File: config.mk
export PLATFORM = sky130hd
export DESIGN_NAME = tof_poll_sequencer_flat
export DESIGN_NICKNAME = d
export VERILOG_FILES = /design/src/rtl/tof_pkg.sv /design/src/rtl/tof_poll_sequencer_if.sv /design/src/rtl/tof_delay_counter.sv /design/src/rtl/tof_poll_sequencer.sv /design/src/flat_wrapper.sv
export SDC_FILE = /design/constraint.sdc
export NUM_CORES = 1
export LEC_CHECK = 0
export BUFFER_PORTS_ARGS = -buffer_cell sky130_fd_sc_hd__buf_2
export CORE_MARGIN = 1
export CORE_UTILIZATION = 50
export CTS_CLUSTER_SIZE = 24
export DETAILED_ROUTE_END_ITERATION = 8
export GPL_TIMING_DRIVEN = 0
export PLACE_DENSITY = 0.73
export SLEW_MARGIN = 20
export SYNTH_ARGS = -nofsm -noshare
export SYNTH_HDL_FRONTEND = slang
export SYNTH_SLANG_ARGS = --single-unit
File: constraint.sdc
create_clock -name i_clock -period 3.6 [get_ports i_clock]
set_input_delay 0.36 -clock i_clock [delete_from_list [all_inputs] [get_ports i_clock]]
set_output_delay 0.36 -clock i_clock [all_outputs]
set_load 0.005 [all_outputs]
File: src/rtl/tof_pkg.sv
// Shared types and constants for the ToF poll sequencer.
package tof_pkg;

    localparam int unsigned MAX_SENSORS = 8;
    localparam int unsigned ID_W        = 3;
    localparam int unsigned ADDR_W      = 7;
    localparam int unsigned REG_W       = 16;
    localparam int unsigned NB_W        = 10;
    localparam int unsigned BYTE_W      = 8;
    localparam int unsigned RANGE_W     = 16;
    localparam int unsigned CNT_W       = 32;

    localparam logic [REG_W-1:0] REG_I2C_ADDR = 16'h0001;
    localparam logic [REG_W-1:0] REG_RANGE    = 16'h0096;

    typedef enum logic [3:0] {
        ST_IDLE,
        ST_BOOT_REL,
        ST_BOOT_WAIT,
        ST_ADDR_REQ,
        ST_ADDR_WAIT,
        ST_POLL_REQ,
        ST_POLL_WAIT,
        ST_POLL_OUT,
        ST_GAP
    } tof_seq_state_t;

endpackage

File: src/rtl/tof_poll_sequencer_if.sv
// Request/response bundle between the sequencer (master) and I2C_Entity (slave).
interface tof_poll_sequencer_if;
    import tof_pkg::*;

    logic [ADDR_W-1:0] i2c_slave_adress;
    logic [REG_W-1:0]  i2c_reg_address;
    logic              i2c_is_read;
    logic [NB_W-1:0]   i2c_nb_of_bytes;
    logic [BYTE_W-1:0] i2c_data_in;
    logic              i2c_start;
    logic              i2c_ready;
    logic              i2c_error;
    logic [BYTE_W-1:0] i2c_data_out;
    logic              i2c_data_valid;

    modport master (
        output i2c_slave_adress, i2c_reg_address, i2c_is_read, i2c_nb_of_bytes,
               i2c_data_in, i2c_start,
        input  i2c_ready, i2c_error, i2c_data_out, i2c_data_valid
    );

    modport slave (
        input  i2c_slave_adress, i2c_reg_address, i2c_is_read, i2c_nb_of_bytes,
               i2c_data_in, i2c_start,
        output i2c_ready, i2c_error, i2c_data_out, i2c_data_valid
    );

endinterface

File: src/rtl/tof_delay_counter.sv
// Loadable down-counter; done while the count sits at zero.
module tof_delay_counter
    import tof_pkg::*;
(
    input  logic             i_clock,
    input  logic             i_reset,
    input  logic             i_load,
    input  logic [CNT_W-1:0] i_load_val,
    output logic             o_done_c
);

    logic [CNT_W-1:0] r_cnt;

    // Load takes priority; otherwise count down and hold at zero.
    always_ff @(posedge i_clock or negedge i_reset) begin
        if (!i_reset) begin
            r_cnt <= '0;
        end else if (i_load) begin
            r_cnt <= i_load_val;
        end else if (r_cnt != '0) begin
            r_cnt <= r_cnt - CNT_W'(1);
        end
    end

    assign o_done_c = (r_cnt == '0);

endmodule

File: src/rtl/tof_poll_sequencer.sv
// Boots up to 8 ToF sensors one at a time, re-addresses them, then round-robin
// polls their 16-bit range over I2C_Entity.
// Optional macro TOF_TIMEOUT_EN: per-transaction watchdog in the WAIT states.
// i_reset is asynchronous, active-low.
module tof_poll_sequencer
    import tof_pkg::*;
#(
    parameter int unsigned       NUM_SENSORS  = 8,
    parameter logic [ADDR_W-1:0] DEFAULT_ADDR = 7'h29,
    parameter logic [ADDR_W-1:0] BASE_ADDR    = 7'h30,
    parameter int unsigned       BOOT_CYCLES  = 100000,
    parameter int unsigned       GAP_CYCLES   = 1000
`ifdef TOF_TIMEOUT_EN
   ,parameter int unsigned       TIMEOUT_CYCLES = 2000000
`endif
) (
    input  logic                   i_clock,
    input  logic                   i_reset,
    input  logic                   i_enable,
    tof_poll_sequencer_if.master   i2c,
    output logic [MAX_SENSORS-1:0] o_tof_xshut,
    output logic [RANGE_W-1:0]     o_range_data,
    output logic [ID_W-1:0]        o_range_id,
    output logic                   o_range_valid,
    output logic [MAX_SENSORS-1:0] o_sensor_error,
    output logic                   o_boot_done
);

    localparam logic [ID_W-1:0] LAST_IDX = ID_W'(NUM_SENSORS - 1);

    tof_seq_state_t          r_state;
    tof_seq_state_t          w_state_nxt;
    logic [ID_W-1:0]         r_idx;
    logic [MAX_SENSORS-1:0]  r_xshut;
    logic [MAX_SENSORS-1:0]  r_sensor_error;
    logic                    r_boot_done;
    logic                    r_busy_seen;
    logic                    r_txn_err;
    logic [1:0]              r_byte_cnt;
    logic [RANGE_W-1:0]      r_rx;
    logic [RANGE_W-1:0]      r_range_data;
    logic [ID_W-1:0]         r_range_id;
    logic                    r_range_valid;
    logic                    r_start;
    logic [ADDR_W-1:0]       r_slave;
    logic [REG_W-1:0]        r_reg;
    logic                    r_is_read;
    logic [NB_W-1:0]         r_nb;
    logic [BYTE_W-1:0]       r_data_in;

    logic                    w_cnt_ld;
    logic [CNT_W-1:0]        w_cnt_val;
    logic                    w_cnt_done_c;
    logic                    w_in_wait;
    logic                    w_timeout;
    logic                    w_fail;
    logic                    w_ok;
    logic                    w_fire_wr;
    logic                    w_fire_rd;
    logic                    w_wait_end;
    logic                    w_idx_adv;
    logic                    w_boot_fin;
    logic                    w_xshut_set;
    logic                    w_publish;

    // One counter serves boot delay, inter-poll gap and the watchdog.
    tof_delay_counter u_delay (
        .i_clock    (i_clock),
        .i_reset    (i_reset),
        .i_load     (w_cnt_ld),
        .i_load_val (w_cnt_val),
        .o_done_c   (w_cnt_done_c)
    );

    assign w_in_wait = (r_state == ST_ADDR_WAIT) || (r_state == ST_POLL_WAIT);
`ifdef TOF_TIMEOUT_EN
    assign w_timeout = w_in_wait && w_cnt_done_c;
`else
    assign w_timeout = 1'b0;
`endif
    assign w_fail = i2c.i2c_error || w_timeout;
    assign w_ok   = i2c.i2c_ready && r_busy_seen;

    // State register.
    always_ff @(posedge i_clock or negedge i_reset) begin
        if (!i_reset) r_state <= ST_IDLE;
        else          r_state <= w_state_nxt;
    end

    // Next-state and per-cycle control strobes.
    always_comb begin
        w_state_nxt = r_state;
        w_cnt_ld    = 1'b0;
        w_cnt_val   = '0;
        w_fire_wr   = 1'b0;
        w_fire_rd   = 1'b0;
        w_wait_end  = 1'b0;
        w_idx_adv   = 1'b0;
        w_boot_fin  = 1'b0;
        w_xshut_set = 1'b0;
        w_publish   = 1'b0;
        case (r_state)
            ST_IDLE: begin
                if (i_enable) w_state_nxt = r_boot_done ? ST_POLL_REQ : ST_BOOT_REL;
            end
            ST_BOOT_REL: begin
                w_xshut_set = 1'b1;
                w_cnt_ld    = 1'b1;
                w_cnt_val   = CNT_W'(BOOT_CYCLES);
                w_state_nxt = ST_BOOT_WAIT;
            end
            ST_BOOT_WAIT: begin
                if (!i_enable)         w_state_nxt = ST_IDLE;
                else if (w_cnt_done_c) w_state_nxt = ST_ADDR_REQ;
            end
            ST_ADDR_REQ: begin
                if (!i_enable) begin
                    w_state_nxt = ST_IDLE;
                end else if (i2c.i2c_ready) begin
                    w_fire_wr   = 1'b1;
`ifdef TOF_TIMEOUT_EN
                    w_cnt_ld    = 1'b1;
                    w_cnt_val   = CNT_W'(TIMEOUT_CYCLES);
`endif
                    w_state_nxt = ST_ADDR_WAIT;
                end
            end
            ST_ADDR_WAIT: begin
                if (w_fail || w_ok) begin
                    w_wait_end = 1'b1;
                    w_idx_adv  = 1'b1;
                    if (r_idx == LAST_IDX) begin
                        w_boot_fin  = 1'b1;
                        w_state_nxt = i_enable ? ST_POLL_REQ : ST_IDLE;
                    end else begin
                        w_state_nxt = i_enable ? ST_BOOT_REL : ST_IDLE;
                    end
                end
            end
            ST_POLL_REQ: begin
                if (!i_enable) begin
                    w_state_nxt = ST_IDLE;
                end else if (i2c.i2c_ready) begin
                    w_fire_rd   = 1'b1;
`ifdef TOF_TIMEOUT_EN
                    w_cnt_ld    = 1'b1;
                    w_cnt_val   = CNT_W'(TIMEOUT_CYCLES);
`endif
                    w_state_nxt = ST_POLL_WAIT;
                end
            end
            ST_POLL_WAIT: begin
                if (w_fail || w_ok) begin
                    w_wait_end  = 1'b1;
                    w_state_nxt = ST_POLL_OUT;
                end
            end
            ST_POLL_OUT: begin
                w_publish   = (r_byte_cnt == 2'd2) && !r_txn_err;
                w_idx_adv   = 1'b1;
                w_cnt_ld    = 1'b1;
                w_cnt_val   = CNT_W'(GAP_CYCLES);
                w_state_nxt = i_enable ? ST_GAP : ST_IDLE;
            end
            ST_GAP: begin
                if (!i_enable)         w_state_nxt = ST_IDLE;
                else if (w_cnt_done_c) w_state_nxt = ST_POLL_REQ;
            end
            default: w_state_nxt = ST_IDLE;
        endcase
    end

    // Sequencing datapath: sensor index, xshut, boot flag, error flags.
    always_ff @(posedge i_clock or negedge i_reset) begin
        if (!i_reset) begin
            r_idx          <= '0;
            r_xshut        <= '0;
            r_boot_done    <= 1'b0;
            r_sensor_error <= '0;
        end else begin
            if (w_xshut_set) r_xshut[r_idx] <= 1'b1;
            if (w_idx_adv)   r_idx <= (r_idx == LAST_IDX) ? '0 : r_idx + ID_W'(1);
            if (w_boot_fin)  r_boot_done <= 1'b1;
            if (w_wait_end && w_fail) r_sensor_error[r_idx] <= 1'b1;
        end
    end

    // Request fields latched at start and held until the next start.
    always_ff @(posedge i_clock or negedge i_reset) begin
        if (!i_reset) begin
            r_start   <= 1'b0;
            r_slave   <= '0;
            r_reg     <= '0;
            r_is_read <= 1'b0;
            r_nb      <= '0;
            r_data_in <= '0;
        end else begin
            r_start <= w_fire_wr || w_fire_rd;
            if (w_fire_wr) begin
                r_slave   <= DEFAULT_ADDR;
                r_reg     <= REG_I2C_ADDR;
                r_is_read <= 1'b0;
                r_nb      <= NB_W'(1);
                r_data_in <= BYTE_W'(BASE_ADDR + ADDR_W'(r_idx));
            end else if (w_fire_rd) begin
                r_slave   <= BASE_ADDR + ADDR_W'(r_idx);
                r_reg     <= REG_RANGE;
                r_is_read <= 1'b1;
                r_nb      <= NB_W'(2);
                r_data_in <= '0;
            end
        end
    end

    // Transaction tracking: busy-seen, error, received byte capture.
    always_ff @(posedge i_clock or negedge i_reset) begin
        if (!i_reset) begin
            r_busy_seen <= 1'b0;
            r_txn_err   <= 1'b0;
            r_byte_cnt  <= '0;
            r_rx        <= '0;
        end else if (w_fire_wr || w_fire_rd) begin
            r_busy_seen <= 1'b0;
            r_txn_err   <= 1'b0;
            r_byte_cnt  <= '0;
        end else if (w_in_wait) begin
            if (!i2c.i2c_ready) r_busy_seen <= 1'b1;
            if (w_fail)         r_txn_err   <= 1'b1;
            if ((r_state == ST_POLL_WAIT) && i2c.i2c_data_valid && (r_byte_cnt != 2'd2)) begin
                if (r_byte_cnt == 2'd0) r_rx[15:8] <= i2c.i2c_data_out;
                else                    r_rx[7:0]  <= i2c.i2c_data_out;
                r_byte_cnt <= r_byte_cnt + 2'd1;
            end
        end
    end

    // Range output; updated only when a clean 2-byte read completes.
    always_ff @(posedge i_clock or negedge i_reset) begin
        if (!i_reset) begin
            r_range_data  <= '0;
            r_range_id    <= '0;
            r_range_valid <= 1'b0;
        end else begin
            r_range_valid <= w_publish;
            if (w_publish) begin
                r_range_data <= r_rx;
                r_range_id   <= r_idx;
            end
        end
    end

    assign i2c.i2c_start        = r_start;
    assign i2c.i2c_slave_adress = r_slave;
    assign i2c.i2c_reg_address  = r_reg;
    assign i2c.i2c_is_read      = r_is_read;
    assign i2c.i2c_nb_of_bytes  = r_nb;
    assign i2c.i2c_data_in      = r_data_in;
    assign o_tof_xshut          = r_xshut;
    assign o_range_data         = r_range_data;
    assign o_range_id           = r_range_id;
    assign o_range_valid        = r_range_valid;
    assign o_sensor_error       = r_sensor_error;
    assign o_boot_done          = r_boot_done;

endmodule

File: src/flat_wrapper.sv
// flat-port wrapper written by rule: the top's interface ports become plain ports
module tof_poll_sequencer_flat import tof_pkg::*;
#(
    parameter int unsigned       NUM_SENSORS  = 8,
    parameter logic [ADDR_W-1:0] DEFAULT_ADDR = 7'h29,
    parameter logic [ADDR_W-1:0] BASE_ADDR    = 7'h30,
    parameter int unsigned       BOOT_CYCLES  = 100000,
    parameter int unsigned       GAP_CYCLES   = 1000

)
  (i_clock, i_reset, i_enable, o_tof_xshut, o_range_data, o_range_id, o_range_valid, o_sensor_error, o_boot_done, i2c_i2c_slave_adress, i2c_i2c_reg_address, i2c_i2c_is_read, i2c_i2c_nb_of_bytes, i2c_i2c_data_in, i2c_i2c_start, i2c_i2c_ready, i2c_i2c_error, i2c_i2c_data_out, i2c_i2c_data_valid);
  tof_poll_sequencer_if i2c_i ();
  input  logic i_clock;
  input  logic i_reset;
  input  logic i_enable;
  output logic [MAX_SENSORS-1:0] o_tof_xshut;
  output logic [RANGE_W-1:0] o_range_data;
  output logic [ID_W-1:0] o_range_id;
  output logic o_range_valid;
  output logic [MAX_SENSORS-1:0] o_sensor_error;
  output logic o_boot_done;
  output wire logic [$bits(i2c_i.i2c_slave_adress)-1:0] i2c_i2c_slave_adress;
  output wire logic [$bits(i2c_i.i2c_reg_address)-1:0] i2c_i2c_reg_address;
  output wire logic [$bits(i2c_i.i2c_is_read)-1:0] i2c_i2c_is_read;
  output wire logic [$bits(i2c_i.i2c_nb_of_bytes)-1:0] i2c_i2c_nb_of_bytes;
  output wire logic [$bits(i2c_i.i2c_data_in)-1:0] i2c_i2c_data_in;
  output wire logic [$bits(i2c_i.i2c_start)-1:0] i2c_i2c_start;
  input wire logic [$bits(i2c_i.i2c_ready)-1:0] i2c_i2c_ready;
  input wire logic [$bits(i2c_i.i2c_error)-1:0] i2c_i2c_error;
  input wire logic [$bits(i2c_i.i2c_data_out)-1:0] i2c_i2c_data_out;
  input wire logic [$bits(i2c_i.i2c_data_valid)-1:0] i2c_i2c_data_valid;
  assign i2c_i2c_slave_adress = i2c_i.i2c_slave_adress;
  assign i2c_i2c_reg_address = i2c_i.i2c_reg_address;
  assign i2c_i2c_is_read = i2c_i.i2c_is_read;
  assign i2c_i2c_nb_of_bytes = i2c_i.i2c_nb_of_bytes;
  assign i2c_i2c_data_in = i2c_i.i2c_data_in;
  assign i2c_i2c_start = i2c_i.i2c_start;
  assign i2c_i.i2c_ready = i2c_i2c_ready;
  assign i2c_i.i2c_error = i2c_i2c_error;
  assign i2c_i.i2c_data_out = i2c_i2c_data_out;
  assign i2c_i.i2c_data_valid = i2c_i2c_data_valid;
  tof_poll_sequencer #(.NUM_SENSORS(NUM_SENSORS), .DEFAULT_ADDR(DEFAULT_ADDR), .BASE_ADDR(BASE_ADDR), .BOOT_CYCLES(BOOT_CYCLES), .GAP_CYCLES(GAP_CYCLES)) u_core (.i_clock(i_clock), .i_reset(i_reset), .i_enable(i_enable), .i2c(i2c_i), .o_tof_xshut(o_tof_xshut), .o_range_data(o_range_data), .o_range_id(o_range_id), .o_range_valid(o_range_valid), .o_sensor_error(o_sensor_error), .o_boot_done(o_boot_done));
endmodule
; ---- Yosys cells after proc, flatten, opt, wreduce, memory -nomap -nowiden
; Cells that the tools add are included.
[totals]
mem_bits_rw = 0
mem_count = 0
ff_bits = 139
out_inout_bits = 80
word_cells = 132
in_bits = 14
latch_bits = 0
romBits = 0
[classes]
n_lt_le_gt_ge = 2
shift = 0
addsub = 5
n_bitwise = 4
div_mod_pow = 0
reduce_logical = 27
n_eq_ne = 19
mul = 0
mux = 55
[op_table]
columns = cell, count
row1 = two-way mux 32 bit, 2
row2 = two-way mux 4 bit, 13
row3 = case mux 4 bit (9 select lines), 1
row4 = case mux 17 bit (2 select lines), 1
row5 = zero test 32 bit, 1
row6 = two-way mux 16 bit, 2
row7 = nonzero test 32 bit, 1
row8 = subtractor 32 x 1 -> 32 bit (second input constant), 1
row9 = two-way mux 1 bit, 22
row10 = two-way mux 10 bit, 2
row11 = == test 4 x 3 -> 1 bit (second input constant), 4
row12 = two-way mux 8 bit, 2
row13 = bitwise OR 8 bit, 2
row14 = adder 6 x 3 -> 7 bit (first input constant), 2
row15 = two-way mux 7 bit, 2
row16 = inequality test 3 bit (second input constant), 4
row17 = nonzero test 2 bit, 5
row18 = two-way mux 3 bit, 3
row19 = == test 4 x 2 -> 1 bit (second input constant), 2
row20 = AND reduction 4 bit, 2
row21 = AND reduction 7 bit, 1
row22 = logical AND 1 bit, 6
row23 = two-way mux 2 bit, 3
row24 = inequality test 2 bit (second input constant), 3
row25 = other kinds (18), 25

; ---- Depth between registers and ports, before layout
; Gate-level depths: netlist of the first run.
[logic_depth]
depth_word = 6
depth_mapped = 9
depth_no_buf = 7

; ---- Cells and area by module
; Synthesis of the first run repeated with hierarchy kept, for this count alone.
[hier_totals]
hier_cells = 479
area_unflattened_um2 = 5277.6
[modules_own_cells]
columns = mod, seq_area_each_um2, n_inst, area_per_inst_um2, cells_each
row1 = tof_poll_sequencer, 1851.8, 1, 3384.5, 270
row2 = tof_delay_counter, 800.8, 1, 1893.1, 209

; ---- Worst setup path before layout of the first run
; OpenSTA, ideal clock, no wires.
[synth_timing]
kind = register to register
startpoint = register u_core.u_delay.r_cnt[0]
endpoint = register u_core.u_delay.r_cnt[11]
path_buffers = 1
required_ns = 3.463
setup_slack_ns = 1.083
synth_period_minus_slack_ns = 2.517
setup_ns = 0.137
arrival_time_ns = 2.381
path_stages_with_launch = 9
cell_sequence = dfrtp_1 -> inv_1 -> ha_1 -> or3b_2 -> clkbuf_1 -> or3_1 -> o31ai_1 -> or4_2 -> a21oi_1
[synth_via]
elab_chain_cells = 3
word_cells_on_any_way = 5
cone_classes = add/sub: 1 / mux: 2 / reduce/logical: 2
[synth_lines]
columns = element, line
row1 = "start, declared", tof_delay_counter.sv:12  ; logic [CNT_W-1:0] r_cnt;
row2 = "start signal, assigned", tof_delay_counter.sv:19  ; r_cnt <= i_load_val;
row3 = "start signal, assigned", tof_delay_counter.sv:21  ; r_cnt <= r_cnt - CNT_W'(1);
row4 = subtractor 32 x 1 -> 32 bit, tof_delay_counter.sv:21
row5 = two-way mux 32 bit, tof_delay_counter.sv:20  ; end else if (r_cnt != '0) begin
row6 = two-way mux 32 bit, tof_delay_counter.sv:18  ; end else if (i_load) begin
; Several ways; a longest one is shown, not always the timed one. The select of a mux whose other input is x is not followed.
; A chain may end at the register's enable or synchronous reset.

; ---- Final worst setup path of the first run
; Same ends and word-level chain as after synthesis.

==> results of run 1 <==
-- worst max-delay path: cells and delay by family, from the launching register on --
kind / cells / cell delay [ps]
compound gates: 2 / 800
simple gates: 3 / 1190
buf+inv: 2 / 260
flops: 1 / 420
fa+ha+maj: 1 / 160
-- path summary, 6_finish.rpt --
check	startpoint	endpoint	slack, ps	depth (start not counted)
worst max-delay path	u_core.u_delay.r_cnt[0]$_DFFE_PN0P_	u_core.u_delay.r_cnt[11]$_DFFE_PN0P_	640	8
worst min-delay path	i2c_i2c_data_out[3]	u_core.r_rx[11]$_DFFE_PN0P_	230	2
worst max register to register	u_core.u_delay.r_cnt[0]$_DFFE_PN0P_	u_core.u_delay.r_cnt[11]$_DFFE_PN0P_	640	8
worst min register to register	u_core.o_sensor_error[2]$_DFFE_PN0P_	u_core.o_sensor_error[2]$_DFFE_PN0P_	460	1
max in group asynchronous	i_reset	u_core.u_delay.r_cnt[6]$_DFFE_PN0P_	2520	3
min in group asynchronous	i_reset	u_core.u_delay.r_cnt[30]$_DFFE_PN0P_	430	2
-- layout make-up --
cell class | count | area, sq um
inverters | 9 | 33.8
clock inverters | 7 | 108
flip-flops and latches | 106 | 2650
well taps | 133 | 166
repair buffers | 72 | 394
plain buffers | 56 | 349
fillers | 870 | 3860
clock buffers | 9 | 124
multi-input cells | 318 | 2130
-- routing by layer --
layer	track usage [%]	vias to the layer above	wire length [microns]
li1	-	1814	-
met2	34.4	102	5110
met5	0	-	0
met4	6.83	0	106
met1	29.2	1884	4850
met3	5.49	9	555
-- what timing repair did --
item                                   4_1_cts  5_1_grt
buffers inserted                             0        0
endpoints found under the hold margin       29        0
hold buffers                                 1        0
-- metrics by stage --
step                util, %  setup slack, ps  instance area [sq um]  instances  total power (uW)
floorplan                 -             1080                   5160        489              2410
global placement       57.8              750                   5680        692              2740
detailed placement     58.2              685                   5720        693              2810
CTS                    60.7              664                   5960        710              3640
global route           60.7              427                   5960        710              3880
finish                 60.7              641                   5960        710              3620
-- sequential cells by signal, indices dropped and copies added, names as in the netlist, 2 cells and up --
| register | cells |
|---|---|
| u_core.u_delay.r_cnt | 32 |
| u_core.o_range_data | 16 |
| u_core.r_rx | 16 |
| u_core.o_sensor_error | 8 |
| u_core.o_tof_xshut | 8 |
| u_core.i2c.i2c_slave_adress | 4 |
| u_core.r_state | 4 |
| u_core.i2c.i2c_data_in | 3 |
| u_core.o_range_id | 3 |
| u_core.r_idx | 3 |
| u_core.r_byte_cnt | 2 |
-- report_power, final --
group	total [uW]	internal [uW]	switching, uW
registers	1650	1460	186
clock network	833	405	428
logic	1140	535	604
total	3620	2400	1220
-- placed cells by master (no fill, tap or decap), drive strengths merged, types with 4 or more instances in the layout --
master,synthesis,routed
nor2b,8,8
dfrtp,106,106
and3,4,4
nand2,22,22
or4,12,12
clkbuf,19,28
o31ai,7,7
inv,9,12
nand3,4,4
nor3,17,17
mux2i,4,4
nand4,6,6
o21ai,19,19
o21bai,8,8
xnor2,9,9
or3,11,11
a21o,9,9
conb,1,23
ha,5,5
nor2,34,34
nand2b,5,5
a21oi,16,16
xor2,11,11
a31o,4,4
buf,37,108
nor4,8,8
a31oi,4,4
mux2,37,37
o211ai,5,5
-- cell usage after synthesis, types with 6 or more instances --
cell	instances	share of area [%]
clkbuf_1	19	1.4
nand4_1	6	0.74
mux2_2	37	8.2
xor2_1	11	1.9
buf_4	33	4.9
or4_1	8	1.2
nor4_1	8	0.99
dfrtp_1	106	52
a21oi_1	16	1.6
o31ai_1	7	1.0
nor2_1	34	2.5
a21o_1	9	1.3
nand2_1	22	1.6
nor2b_1	8	0.99
nor3_1	16	1.6
o21ai_0	19	1.9
xnor2_1	9	1.6
o21bai_1	8	1.2
or3_1	11	1.4
inv_1	9	0.67
-- cells by family (layout without fill, tap and decap cells) --
| kind of cell | count (synthesis) | after routing | synth area share, % |
|---|---|---|---|
| buf+inv | 65 | 153 | 7.54 |
| fa+ha+maj | 5 | 5 | 1.23 |
| simple gates | 145 | 145 | 15.6 |
| flops | 106 | 106 | 52.3 |
| other cells | 1 | 23 | 0.0739 |
| compound gates | 84 | 84 | 10.9 |
| xor+xnor | 20 | 20 | 3.45 |
| mux | 41 | 41 | 9.00 |
==> metrics, run 1 <==
standard-cell rows=36; Req. time, crit path=3840 ps; synth warn=0; drt drc=0; DR pass1 iterations=5; Synth Register Bits=106; Starting Density=51.7%; post-synth cell types=53; CTS Buf Count=9; Skew-Pair Late Insertion Delay=370 ps; worst-margin pin slew=908 ps; Area Growth Syn to Fin=17.4%; Die Wd=103 microns; vias=3809; Slew HR=38.9%; Critical-path top delay cell=o31ai_1; detail-routed via count per cell=5.36; Sum Neg Setup Slack=0 ps; CTS tree=done; routed len/inst=15.0 microns; Worst Skew=9.22 ps; P_leak=0.00299 uW; final worst-path cycle share=82.2%; Final ANT Viol Nets=0; fin. max-slew vios=0; dominant synthesized flop cell=dfrtp_1; vias in the first global route=3614; Routed WL=10600 microns; Tot GR Track Use=21.6%; Max IR drop VDD=0.372 mV; first-pass GRT wire length=17400 microns; PD cells=608 nW/um^2; RSZ-0062 raised after global routing=false; Root Buffer=clkbuf_8; critical path capture point type=register; Detailed Route Iter0 Violations=195; I/O pin total=94; Die Ht=103 microns; Data arrival, critical path=3200 ps; CTS clk-pin slew, worst paths=100 ps; Post-Synthesis Cells=467; Worst Path Class, Setup=register to register; EDFF count, synth=0; Final Setup Violations=0; maximum number of pins on one net before global-route repair=78; CP peak stage delay=740 ps; worst-path fanout max=6; GPL Wtd Cong=0.875; clock sinks=106; min Tclk post-route=2960 ps; initial antenna violation count=0; outcome=finished clean; CP Launch Type=register; f_max=338 MHz; H-tree depth=3; NumNets Final=591; Final Hold Violating Endpoints=0; CTS max path bufs=2; total congestion overflow=0; cts repair resizes=0; Synth async-reset ratio=100%; Hold Path Class=input pin to register; max_cap viols=0; share of layout cells above drive strength 1=30.0%; mean area per synthesized cell=10.9 sq um; mapped cell area=5080 sq um; Die ar.=10600 sq um; sequential area share after synthesis=52.3%; core region area=9820 sq um; hold_ws=230 ps; hpwl dp=7630 microns; port bufs=70; crit path cell chain=inv_1 -> ha_1 -> or3b_2 -> clkbuf_1 -> or3_1 -> o31ai_1 -> or4_2 -> a21oi_1; Antenna Cells=0
Note: power is estimated with default switching activity, not from simulation.
==> inputs of run 2 (changes only) <==
==> constraint.sdc (replaced) <==
create_clock -name i_clock -period 3.05 [get_ports i_clock]
set_input_delay 0.305 -clock i_clock [delete_from_list [all_inputs] [get_ports i_clock]]
set_output_delay 0.305 -clock i_clock [all_outputs]
set_load 0.005 [all_outputs]
==> run 2 against run 1 <==
Against the previous run:
- count of clock-buffer cells in the layout did not move
- sequential share of layout area fell by 0.19 points
- fmax rose by 7.3%
- clock skew barely moved
- flip-flop and latch count did not move
- critical path type unchanged
- critical endpoint is now u_core.r_state[2]$_DFFE_PN0P_
- highest routed layer unchanged
==> metrics, run 2 (synthesis gave the netlist of run 1 again) <==
outcome=finished clean; net load switching power=1440 uW; sw frac=33.7%; R2R cell count=8; vias=3782; Worst Hold Path Cells=2; CTS Buf Count=9; sequential power share=45.5%; fin. max-slew vios=0; Root Buffer=clkbuf_8; Req. time, crit path=3320 ps; Die ar.=10600 sq um; Worst Slack Setup Final=292 ps; worst-margin pin slew=791 ps; Routed WL=10600 microns; number of flip-flops in the largest register=32; dpl cell area=5720 sq um; Final Setup Violations=0; CP Launch Type=register; PD cells=715 nW/um^2; Detailed Route Iter0 Violations=154; min Tclk post-route=2760 ps; Critical-path top delay cell=or3b_2; share of layout cells above drive strength 1=30.5%; hpwl dp=7630 microns; CTS tree=done; RSZ-0062 raised after global routing=false; Worst Skew=9.46 ps; Max IR drop VDD=0.439 mV; most flop-heavy register=u_core.u_delay.r_cnt; final worst-path cycle share=90.4%; port bufs=70; H-tree depth=3; DR pass1 iterations=4; initial antenna violation count=0; Design Power=4280 uW; first-pass GRT wire length=17400 microns; Tot GR Track Use=21.6%; Starting Density=51.7%; core region area=9820 sq um; critical path capture point type=register; NumNets Final=591; combinational fraction of design power=31.5%; maximum number of pins on one net before global-route repair=78; standard-cell rows=36; CTS max path bufs=2; Pint=2840 uW; clock sinks=106; CP Buf/Inv Count=2; hold_ws=171 ps; Sequential Area=2650 sq um; Area Growth Syn to Fin=17.8%; Final Hold Violating Endpoints=0; Levels on crit path=8; Top delay family on crit path=simple AND/OR/NAND/NOR gates; Antenna Cells=0; Hold Path Class=input pin to register; clock power share=22.9%; Die Ht=103 microns; most frequent cells in the layout=dfrtp_1, buf_2, mux2_2; Data arrival, critical path=3030 ps; drt drc=0; footprint of the multi-input gates=2150 sq um; worst-path fanout max=8; crit path cell chain=inv_1 -> ha_1 -> or3b_2 -> clkbuf_1 -> nor3_4 -> a31oi_1 -> nor3_1 -> mux2_2; I/O pin total=94; most common cell after layout, fill and taps aside=dfrtp_1; routed len/inst=14.9 microns; filler instances=867; GPL Wtd Cong=0.875; vias in the first global route=3614; total congestion overflow=0; f_max=363 MHz; P_leak=0.00300 uW; Worst Path Class, Setup=register to register; CTS clk-pin slew, worst paths=100 ps; finished layout cell area=5980 sq um; Skew-Pair Late Insertion Delay=380 ps; Final ANT Viol Nets=0; CP peak stage delay=440 ps; Die Wd=103 microns; Sum Neg Setup Slack=0 ps; Place WS=135 ps; detail-routed via count per cell=5.33; Slew HR=46.8%; max_cap viols=0
-- run 2: cell counts in the layout (fill, tap and decap cells not counted) --
No cell type changed its count.
-- run 2: worst paths after layout --
check	from	end	slack, ps
max	u_core.u_delay.r_cnt[0]$_DFFE_PN0P_	u_core.r_state[2]$_DFFE_PN0P_	290
min	i2c_i2c_data_out[3]	u_core.r_rx[11]$_DFFE_PN0P_	170
min in group asynchronous	i_reset	u_core.u_delay.r_cnt[30]$_DFFE_PN0P_	370
max reg2reg	u_core.u_delay.r_cnt[0]$_DFFE_PN0P_	u_core.r_state[2]$_DFFE_PN0P_	290
max in group asynchronous	i_reset	u_core.u_delay.r_cnt[21]$_DFFE_PN0P_	2040
min reg2reg	u_core.o_sensor_error[2]$_DFFE_PN0P_	u_core.o_sensor_error[2]$_DFFE_PN0P_	460
-- run 2: what timing repair did --
action	4_1_cts	5_1_grt
setup buffers	0	0
endpoints found under the hold margin	29	0
hold buffers	1	0
setup endpoints to repair	0	11
gates resized for setup	0	5
-- run 2: power by group through the flow --
stage	registers [uW]	logic [uW]	clock network [uW]
6_report	1950	1350	981
5_1_grt	1990	1530	1060
4_1_cts	1950	1350	1000
3_5_place_dp	1980	1340	0
3_3_place_gp	1950	1280	0
2_1_floorplan	1940	914	0
-- run 2: metal layers --
layer | track usage [%] | vias to the layer above | share of wire [%]
li1 | - | 1815 | -
met1 | 29.2 | 1864 | 45
met2 | 34.4 | 89 | 48
met3 | 5.49 | 14 | 5.1
met4 | 6.83 | 0 | 1.4
met5 | 0 | - | 0
-- run 2: cell type report --
type / instances / share of cell area [%]
Buffer: 56 / 5.84
Clock buffer: 9 / 2.07
Clock inverter: 7 / 1.80
Inverter: 9 / 0.565
Multi-Input combinational cell: 318 / 36.0
Sequential cell: 106 / 44.3
Tap cell: 133 / 2.78
Timing Repair Buffer: 72 / 6.59
-- run 2: through the flow --
| stage | utilization (%) | cells |
|---|---|---|
| 2_1_floorplan | - | 489 |
| 3_3_place_gp | 57.8 | 692 |
| 3_5_place_dp | 58.2 | 693 |
| 4_1_cts | 60.7 | 710 |
| 5_1_grt | 60.9 | 710 |
| 6_report | 60.9 | 710 |
